### src/rtl/ramb4_rd_pkg.sv
`default_nettype none
// ----------------------------------------------------------------------------
// Module : ramb4_rd_pkg
// Brief  : Shared constants and state encoding for the RAMB4 S16/S2 reader.
// Rev    : 1.0
// ----------------------------------------------------------------------------
package ramb4_rd_pkg;

  localparam int C_ADDR_W = 8;
  localparam int C_DATA_W = 16;
  localparam int C_SYM_W  = 2;
  localparam int C_R      = C_DATA_W / C_SYM_W;

  typedef enum logic [0:0] {
    ST_IDLE = 1'b0,
    ST_RUN  = 1'b1
  } state_t;

endpackage
`default_nettype wire

### src/rtl/ramb4_s16_s2_reader_sym_unpack.sv
`default_nettype none
// ----------------------------------------------------------------------------
// Module : sym_unpack
// Brief  : Holding register plus shift register that unpacks words to symbols.
// Rev    : 1.0
// ----------------------------------------------------------------------------
module sym_unpack
  import ramb4_rd_pkg::*;
#(
  parameter int DATA_W    = C_DATA_W,
  parameter int SYM_W     = C_SYM_W,
  parameter bit MSB_FIRST = 1'b0
) (
  input  logic              clk,
  input  logic              rst_n,
  input  logic              i_flush,
  input  logic              i_cap,
  input  logic [DATA_W-1:0] i_cap_data,
  input  logic              i_last_word,
  input  logic              i_sym_ready,
  output logic              o_hold_empty,
  output logic              o_word_done,
  output logic [SYM_W-1:0]  o_sym_data,
  output logic              o_sym_valid,
  output logic              o_sym_last
);

  localparam int R     = DATA_W / SYM_W;
  localparam int IDX_W = (R > 1) ? $clog2(R) : 1;
  localparam logic [IDX_W-1:0] C_IDX_LAST = IDX_W'(R - 1);
  localparam logic [IDX_W-1:0] C_IDX_ONE  = IDX_W'(1);

  logic [DATA_W-1:0] r_hold;
  logic [DATA_W-1:0] r_shift;
  logic [DATA_W-1:0] w_shifted;
  logic              r_hold_v;
  logic              r_shift_v;
  logic [IDX_W-1:0]  r_idx;
  logic              w_fire;
  logic              w_word_done;
  logic              w_shift_free;

  assign w_fire       = r_shift_v & i_sym_ready;
  assign w_word_done  = w_fire & (r_idx == C_IDX_LAST);
  assign w_shift_free = ~r_shift_v | w_word_done;

  generate
    if (MSB_FIRST) begin : g_msb_first
      assign o_sym_data = r_shift[DATA_W-1 -: SYM_W];
      assign w_shifted  = r_shift << SYM_W;
    end else begin : g_lsb_first
      assign o_sym_data = r_shift[SYM_W-1:0];
      assign w_shifted  = r_shift >> SYM_W;
    end
  endgenerate

  // A returning word bypasses the holding register when the shifter is free.
  always_ff @(posedge clk or negedge rst_n) begin
    if (!rst_n) begin
      r_hold    <= '0;
      r_hold_v  <= 1'b0;
      r_shift   <= '0;
      r_shift_v <= 1'b0;
      r_idx     <= '0;
    end else if (i_flush) begin
      r_hold_v  <= 1'b0;
      r_shift_v <= 1'b0;
      r_idx     <= '0;
    end else begin
      if (w_shift_free && r_hold_v) begin
        r_shift   <= r_hold;
        r_shift_v <= 1'b1;
        r_idx     <= '0;
        r_hold_v  <= 1'b0;
      end else if (w_shift_free && i_cap) begin
        r_shift   <= i_cap_data;
        r_shift_v <= 1'b1;
        r_idx     <= '0;
      end else if (w_shift_free) begin
        r_shift_v <= 1'b0;
        r_idx     <= '0;
      end else if (w_fire) begin
        r_shift <= w_shifted;
        r_idx   <= r_idx + C_IDX_ONE;
      end
      if (i_cap && !(w_shift_free && !r_hold_v)) begin
        r_hold   <= i_cap_data;
        r_hold_v <= 1'b1;
      end
    end
  end

  assign o_hold_empty = ~r_hold_v;
  assign o_word_done  = w_word_done;
  assign o_sym_valid  = r_shift_v;
  assign o_sym_last   = r_shift_v & (r_idx == C_IDX_LAST) & i_last_word;

endmodule
`default_nettype wire

### src/rtl/ramb4_s16_s2_reader.sv
`default_nettype none
// ----------------------------------------------------------------------------
// Module : ramb4_s16_s2_reader
// Brief  : Reads a run of wide RAM words and streams them as narrow symbols.
// Rev    : 1.0
// ----------------------------------------------------------------------------
module ramb4_s16_s2_reader
  import ramb4_rd_pkg::*;
#(
  parameter int ADDR_W    = C_ADDR_W,
  parameter int DATA_W    = C_DATA_W,
  parameter int SYM_W     = C_SYM_W,
  parameter bit MSB_FIRST = 1'b0
) (
  input  logic              CLK,
  input  logic              RST_N,
  input  logic              START,
  input  logic [ADDR_W-1:0] BASE_ADDR,
  input  logic [ADDR_W:0]   WORD_CNT,
  input  logic              ABORT,
  output logic              BUSY,
  output logic              DONE,
  output logic              RAM_EN,
  output logic [ADDR_W-1:0] RAM_ADDR,
  input  logic [DATA_W-1:0] RAM_DO,
  output logic [SYM_W-1:0]  SYM_DATA,
  output logic              SYM_VALID,
  input  logic              SYM_READY,
  output logic              SYM_LAST
);

  localparam logic [ADDR_W-1:0] C_ADDR_ONE = ADDR_W'(1);
  localparam logic [ADDR_W:0]   C_CNT_ONE  = (ADDR_W + 1)'(1);

  state_t            r_state;
  state_t            w_state_nxt;
  logic [ADDR_W-1:0] r_addr;
  logic [ADDR_W-1:0] r_ram_addr;
  logic [ADDR_W:0]   r_issue_rem;
  logic [ADDR_W:0]   r_words_left;
  logic              r_ram_en;
  logic              r_pend;
  logic              r_done;
  logic              w_busy;
  logic              w_abort;
  logic              w_issue;
  logic              w_start_run;
  logic              w_start_zero;
  logic              w_last_word;
  logic              w_word_done;
  logic              w_hold_empty;
  logic              w_xfer_end;

  assign w_start_run  = (r_state == ST_IDLE) & START & (WORD_CNT != '0);
  assign w_start_zero = (r_state == ST_IDLE) & START & (WORD_CNT == '0);
  assign w_last_word  = (r_words_left == C_CNT_ONE);
  assign w_xfer_end   = w_word_done & w_last_word;

  always_ff @(posedge CLK or negedge RST_N) begin
    if (!RST_N) r_state <= ST_IDLE;
    else        r_state <= w_state_nxt;
  end

  always_comb begin
    w_state_nxt = r_state;
    case (r_state)
      ST_IDLE: if (w_start_run) w_state_nxt = ST_RUN;
      ST_RUN:  if (ABORT || w_xfer_end) w_state_nxt = ST_IDLE;
      default: w_state_nxt = ST_IDLE;
    endcase
  end

  // Only one read may be outstanding, and only into an empty holding register.
  always_comb begin
    w_busy  = 1'b0;
    w_abort = 1'b0;
    w_issue = 1'b0;
    case (r_state)
      ST_RUN: begin
        w_busy  = 1'b1;
        w_abort = ABORT;
        w_issue = ~ABORT & (r_issue_rem != '0) & ~r_ram_en & ~r_pend & w_hold_empty;
      end
      default: ;
    endcase
  end

  always_ff @(posedge CLK or negedge RST_N) begin
    if (!RST_N) begin
      r_addr       <= '0;
      r_ram_addr   <= '0;
      r_issue_rem  <= '0;
      r_words_left <= '0;
      r_ram_en     <= 1'b0;
      r_pend       <= 1'b0;
      r_done       <= 1'b0;
    end else begin
      r_done <= w_start_zero | (w_busy & ~w_abort & w_xfer_end);
      r_pend <= r_ram_en & ~w_abort;
      if (w_start_run) begin
        r_ram_en     <= 1'b1;
        r_ram_addr   <= BASE_ADDR;
        r_addr       <= BASE_ADDR + C_ADDR_ONE;
        r_issue_rem  <= WORD_CNT - C_CNT_ONE;
        r_words_left <= WORD_CNT;
      end else begin
        r_ram_en <= w_issue;
        if (w_issue) begin
          r_ram_addr  <= r_addr;
          r_addr      <= r_addr + C_ADDR_ONE;
          r_issue_rem <= r_issue_rem - C_CNT_ONE;
        end
        if (w_abort) begin
          r_issue_rem  <= '0;
          r_words_left <= '0;
        end else if (w_word_done) begin
          r_words_left <= r_words_left - C_CNT_ONE;
        end
      end
    end
  end

  sym_unpack #(
    .DATA_W    (DATA_W),
    .SYM_W     (SYM_W),
    .MSB_FIRST (MSB_FIRST)
  ) u_unpack (
    .clk          (CLK),
    .rst_n        (RST_N),
    .i_flush      (w_abort),
    .i_cap        (r_pend),
    .i_cap_data   (RAM_DO),
    .i_last_word  (w_last_word),
    .i_sym_ready  (SYM_READY),
    .o_hold_empty (w_hold_empty),
    .o_word_done  (w_word_done),
    .o_sym_data   (SYM_DATA),
    .o_sym_valid  (SYM_VALID),
    .o_sym_last   (SYM_LAST)
  );

  assign BUSY     = w_busy;
  assign DONE     = r_done;
  assign RAM_EN   = r_ram_en;
  assign RAM_ADDR = r_ram_addr;

endmodule
`default_nettype wire

### config.mk
export PLATFORM = sky130hd
export DESIGN_NAME = ramb4_s16_s2_reader
export DESIGN_NICKNAME = d
export VERILOG_FILES = /design/src/rtl/ramb4_rd_pkg.sv /design/src/rtl/ramb4_s16_s2_reader_sym_unpack.sv /design/src/rtl/ramb4_s16_s2_reader.sv
export SDC_FILE = /design/constraint.sdc
export NUM_CORES = 1
export LEC_CHECK = 0
export ABC_AREA = 1
export CAP_MARGIN = 20
export CORE_ASPECT_RATIO = 0.8
export CORE_MARGIN = 3
export CORE_UTILIZATION = 25
export DETAILED_ROUTE_END_ITERATION = 8
export PLACE_DENSITY = 0.54
export SYNTH_ARGS = -nofsm -noshare
export SYNTH_HDL_FRONTEND = slang
export SYNTH_SLANG_ARGS = --single-unit
### constraint.sdc
create_clock -name CLK -period 1.9 [get_ports CLK]
set_input_delay 0.475 -clock CLK [delete_from_list [all_inputs] [get_ports CLK]]
set_output_delay 0.475 -clock CLK [all_outputs]
set_load 0.02 [all_outputs]
# After elaboration in Yosys (flattened, before gate mapping)
# Cells that the tools add are included.
[word_totals]
reg_bits = 75
out_inout_bits = 15
elab_cells = 98
[classes]
add_sub_neg = 6
n_eq_ne = 3
mux = 33
n_bitwise = 24
reduce_logical = 19
[op_table]
columns = ["op", "n"]
rows = [
  ["2-to-1 mux 16 bit", 4],
  ["2-to-1 mux 9 bit", 6],
  ["2-to-1 mux 8 bit", 4],
  ["subtractor 9 x 1 -> 9 bit, second input constant", 3],
  ["nonzero test 9 bit", 2],
  ["adder 8 x 1 -> 8 bit, second input constant", 2],
  ["AND 1 bit", 15],
  ["2-to-1 mux 3 bit", 5],
  ["2-to-1 mux 1 bit", 13],
  ["nonzero test 3 bit", 4],
  ["== test 9 x 1 -> 1 bit, second input constant", 1],
  ["zero test 9 bit", 1],
  ["inverter 1 bit", 7],
  ["nonzero test 5 bit", 1],
  ["logical AND 1 bit", 4],
  ["nonzero test 4 bit", 1],
  ["adder 3 x 1 -> 3 bit, second input constant", 1],
  ["== test 3 bit, second input constant", 1],
  ["!= test 3 bit, second input constant", 1],
  ["AND reduction 3 bit", 1],
  ["zero test 1 bit", 2],
  ["OR 1 bit", 2],
  ["one-hot mux 1 bit (2 select lines)", 1],
  ["AND reduction 2 bit", 1],
  ["2 further kinds", 2],
]

# Depth between registers and ports, before layout
[logic_depth]
depth_word = 9
depth_mapped = 15
depth_no_buf = 14

# Hierarchy
# A second synthesis with hierarchy kept.
[hier_totals]
cells_unflattened = 550
hier_area_um2 = 4322.9
[by_module_without_submodules]
columns = ["mod", "instances", "cells_per_inst", "area_each_um2"]
rows = [
  ["ramb4_s16_s2_reader", 1, 308, 2407.3],
  ["sym_unpack", 1, 242, 1915.6],
]

# Worst setup path after synthesis
# Ideal clock, no wire load.
[synth_path]
path_kind = "input to register"
startpoint = "input port WORD_CNT[0]"
endpoint = "register r_addr[6]"
arrival_ns = 1.955
required_ns = 1.776
path_slack_ns = -0.179
path_stages = 15
cell_sequence = "inv_1 -> ha_1 -> nand2_2 -> nor2_4 -> nand3_4 -> nand2_4 -> buf_6 -> nand2_1 -> nand2_2 -> ha_1 -> nand2_1 -> nor2_2 -> nand2_1 -> nand2_1 -> nand3_1"
[synth_via]
elab_chain_len = 3
word_cells_on_any_way = 4
cone_classes = "1 x mux; 1 x bitwise; 2 x reduce/logical"
[synth_rtl]
columns = ["item", "line", "text"]
rows = [
  ["from (decl)", "ramb4_s16_s2_reader.sv:19", "input logic [ADDR_W:0] WORD_CNT,"],
  ["nonzero test 9 bit *", "ramb4_s16_s2_reader.sv:54", "assign w_start_run = (r_state == ST_IDLE) & START & (WORD_CNT != '0);"],
  ["AND 1 bit *", "ramb4_s16_s2_reader.sv:54", ""],
  ["2-to-1 mux 8 bit / nonzero test 2 bit (equally long branches)", "-", ""],
  ["to (signal assigned)", "ramb4_s16_s2_reader.sv:103", "r_addr <= BASE_ADDR + C_ADDR_ONE;"],
  ["to (signal assigned)", "ramb4_s16_s2_reader.sv:110", "r_addr <= r_addr + C_ADDR_ONE;"],
  ["to (decl)", "ramb4_s16_s2_reader.sv:37", "logic [ADDR_W-1:0] r_addr;"],
]
# Mark *: on every way between the ends. The rest lies on a longest branch, timed or not.
# A chain may end at the register's enable or synchronous reset.

# Final worst setup path
[layout_path]
startpoint = "register u_unpack.r_idx[0]"
endpoint = "output port SYM_LAST"
[layout_via]
elab_chain_len = 3
[layout_rtl]
columns = ["item", "line", "text"]
rows = [
  ["from (decl)", "ramb4_s16_s2_reader_sym_unpack.sv:38", "logic [IDX_W-1:0] r_idx;"],
  ["from (signal assigned)", "ramb4_s16_s2_reader_sym_unpack.sv:84", "r_idx <= r_idx + C_IDX_ONE;"],
  ["== test 3 bit", "ramb4_s16_s2_reader_sym_unpack.sv:96", "assign o_sym_last = r_shift_v & (r_idx == C_IDX_LAST) & i_last_word;"],
  ["AND 1 bit (2 in series)", "ramb4_s16_s2_reader_sym_unpack.sv:96", ""],
  ["to (decl)", "ramb4_s16_s2_reader.sv:29", "output logic SYM_LAST"],
]
# Every way passes these cells.

==> metrics.csv <==
metric,value,unit
dieArea,17980,sq um
clk_path_buf_depth,2,
yosysSeqAreaShare,45.79,%
max-cap-violations,0,
cts_sinks,75,
finalSetupViolCount,3,
ys_ff_latch,75,
synth_top_flop_cell,dfrtp_1,
cts-root-buf,clkbuf_16,
status,finished with violations,
dpl.hpwl,8058,microns
startpoint_type,flip-flop,
grt_setup_unrepaired,yes,
p_per_area,1346,nW/um^2
cp.buffers_inverters,1,
worstPathRequired,1.42,ns
clk_pin_slew_worst_paths,0.06,ns
gr-total-overflow,0,
syn_inst,509,
dieWidth,149.2,microns
gp_congestion,0.8312,
grt_max_degree,38,
worst_slew_margin_rel,75.22,%
diodes,0,
cts_hold_buf,0,
critPathTopFamily,flip-flops,
cp.depth,5,
port-buffer-count,52,
grt_pass1_wl,18120,microns
crit_type,reg -> out,
ctsHtreeMaxLevel,3,
whs,0.04184,ns
synthesis.nets,554,
cts_tree,yes,
vias,3779,
layout-drive-gt1-share,27.80,%
hold_viol_final,0,
drt_iter0_drc,153,
synth_edf_count,0,
cts_inserted_buffers,9,
min-delay-path-class,in -> async,
drc,0,
wl,10680,microns
max_freq,512.9,MHz
arrival,1.47,ns
yosysUniqueCellTypes,36,
avgSynthCellArea,8.053,sq um
worstSkewPairLatency,0.35,ns
grt_pass1_vias,3835,
ir_drop,0.4729,mV
fin_crit,1.950,ns
synthArstFlopShare,100.0,%
ant_nets,0,
reg2reg_depth,14,
row_count,41,
routed.top_layer,met4,
tightestPinTransition,0.3716,ns
yosys-top-cells-area,"dfrtp_1 (46%), nand2_1 (11%), nor2_1 (5.0%), o21ai_0 (5.0%), inv_1 (4.0%)",
finClkSkew,0.009856,ns
die_h,120.5,microns
layout_setup_ws,-0.04973,ns
antenna_found_initial,0,
cp_cell_sequence,"ha_2, ha_4, nand2_4, nor3_4, buf_6",
leakage,2.760,nW
nets,685,
vias_per_cell,4.399,
track_usage,12.66,%
critPathMaxStageDelay,0.36,ns
critical_path.startpoint,u_unpack.r_idx[0],
netlist.area_leader.share,45.79,%
synth_area_leader_cell,dfrtp_1,
initial_core_util,25.77,%
crit_path_top_delay_cell,dfrtp_1,
r2r_start,u_unpack.r_idx[0],
timing.final.crit_share,102.6,%
synth_area,4099,sq um
worst_setup_path_end_kind,output pin,
wl_met1,5059,microns
wl_met3,471,microns
area_growth,48.26,%
ys_warn_count,0,
core,15900,sq um
io_pins,53,
drt-pass1-iter-count,4,
wl_met2,4947,microns
final_util,38.21,%
violations,negative setup slack,
final_max_slew_viol_count,0,
wire_per_inst,12.43,microns
path_max_fanout,2,
[area by class of cell]
class	count	area [sq um]
fill	1596	9826
multi-input combinational	360	2116
sequential	75	1877
timing repair buffer	140	1271
tap	215	269.0
clock buffer	12	256.5
inverter	54	241.5
clock inverter	3	46.29
[sequential cells by signal, summed over array words and instances, names as in the netlist, 3 cells and up]
| register | cells |
|---|---|
| u_unpack.r_hold | 16 |
| RAM_ADDR | 8 |
| u_unpack.r_idx | 3 |
| r_issue_rem | 9 |
| u_unpack.r_shift | 16 |
| r_words_left | 9 |
| r_addr | 8 |
[logic make-up after synthesis]
group,after synthesis,synth area share [%]
multiplexers,2,0.5494
adder cells (fa/ha/maj),7,2.137
AO/OA/AOI/OAI,97,13.92
buffers and inverters,74,7.906
XOR/XNOR,16,3.419
flip-flops,75,45.79
AND/OR/NAND/NOR,238,26.28
[path summary, 6_finish.rpt]
kind	endpoint	slack, ns
worst max-delay path	SYM_LAST	-0.05
worst min-delay path	r_words_left[2]	0.04
worst max register to register	u_unpack.r_shift[4]	-0.01
worst min register to register	u_unpack.r_hold[9]	0.48
max in group asynchronous	r_issue_rem[7]	1.31
min in group CLK	u_unpack.r_hold[9]	0.48
[metrics by stage]
step | cells | setup TNS (ns) | power [mW] | instance area, sq um | setup slack (ns)
after floorplan | 509 | -0.02135 | 4.838 | 4184 | -0.02135
after global placement | 834 | -24.84 | 6.145 | 5510 | -0.6296
after detailed placement | 834 | -26.94 | 6.223 | 5510 | -0.6658
after CTS | 856 | -0.06266 | 8.156 | 5961 | -0.05721
after global routing | 859 | -2.301 | 8.852 | 6077 | -0.1569
final | 859 | -0.05816 | 8.181 | 6077 | -0.04973
[worst reg2reg max path, stage by stage (launching register included)]
cell	delay (ns)
dfrtp_1	0.39
ha_2	0.20
ha_4	0.16
nand2_4	0.07
buf_6	0.10
nor2_4	0.03
inv_2	0.06
nand2_4	0.07
inv_6	0.08
nor2_4	0.05
o21ai_4	0.18
nand2_4	0.10
buf_12	0.17
nor2_1	0.09
a31oi_1	0.05
[placed cells by master, fill, tap and decap left out, drive strengths merged, types with 2 or more instances in the layout]
master | Yosys | final
dfrtp | 75 | 75
a21oi | 9 | 9
a31oi | 19 | 19
nand3 | 34 | 34
nor2 | 64 | 64
nand4 | 3 | 3
inv | 53 | 54
buf | 18 | 91
clkbuf | 2 | 13
mux2 | 2 | 2
clkdlybuf4s50 | 0 | 39
xnor2 | 4 | 4
ha | 7 | 7
o22ai | 5 | 5
dlymetal6s2s | 0 | 3
o31ai | 2 | 2
o211ai | 16 | 16
xor2 | 12 | 12
o21ai | 44 | 44
nor3 | 4 | 4
dlygate4sd2 | 0 | 6
nand2 | 130 | 130
[report_power, final]
| group | total, mW | internal (mW) | switching [mW] |
|---|---|---|---|
| Clock | 1.75 | 1.09 | 0.667 |
| Combinational | 3.68 | 1.78 | 1.90 |
| Sequential | 2.75 | 2.29 | 0.453 |
[synth_stat cells (3+ instances only)]
cell / number
a21oi_1: 9
a31oi_1: 19
buf_2: 13
buf_6: 3
dfrtp_1: 75
ha_1: 7
inv_1: 44
inv_2: 9
nand2_1: 122
nand2_2: 4
nand2_4: 4
nand3_1: 33
nand4_1: 3
nor2_1: 55
nor2_2: 3
nor2_4: 5
nor3_1: 4
o211ai_1: 16
o21ai_0: 41
o22ai_1: 5
xnor2_1: 4
xor2_1: 12
[per-layer routing]
metal	up-vias	GRT usage (%)
met1	1762	16.50
met2	61	19.81
li1	1939	-
met3	17	3.897
met5	-	0
met4	0	4.688
[timing repair]
action,in CTS,in global routing
pin swaps,6,9
setup buffers,7,3
gates resized for setup,47,36
setup endpoints to repair,68,59
No activity file was read; power rests on OpenSTA's default activity.
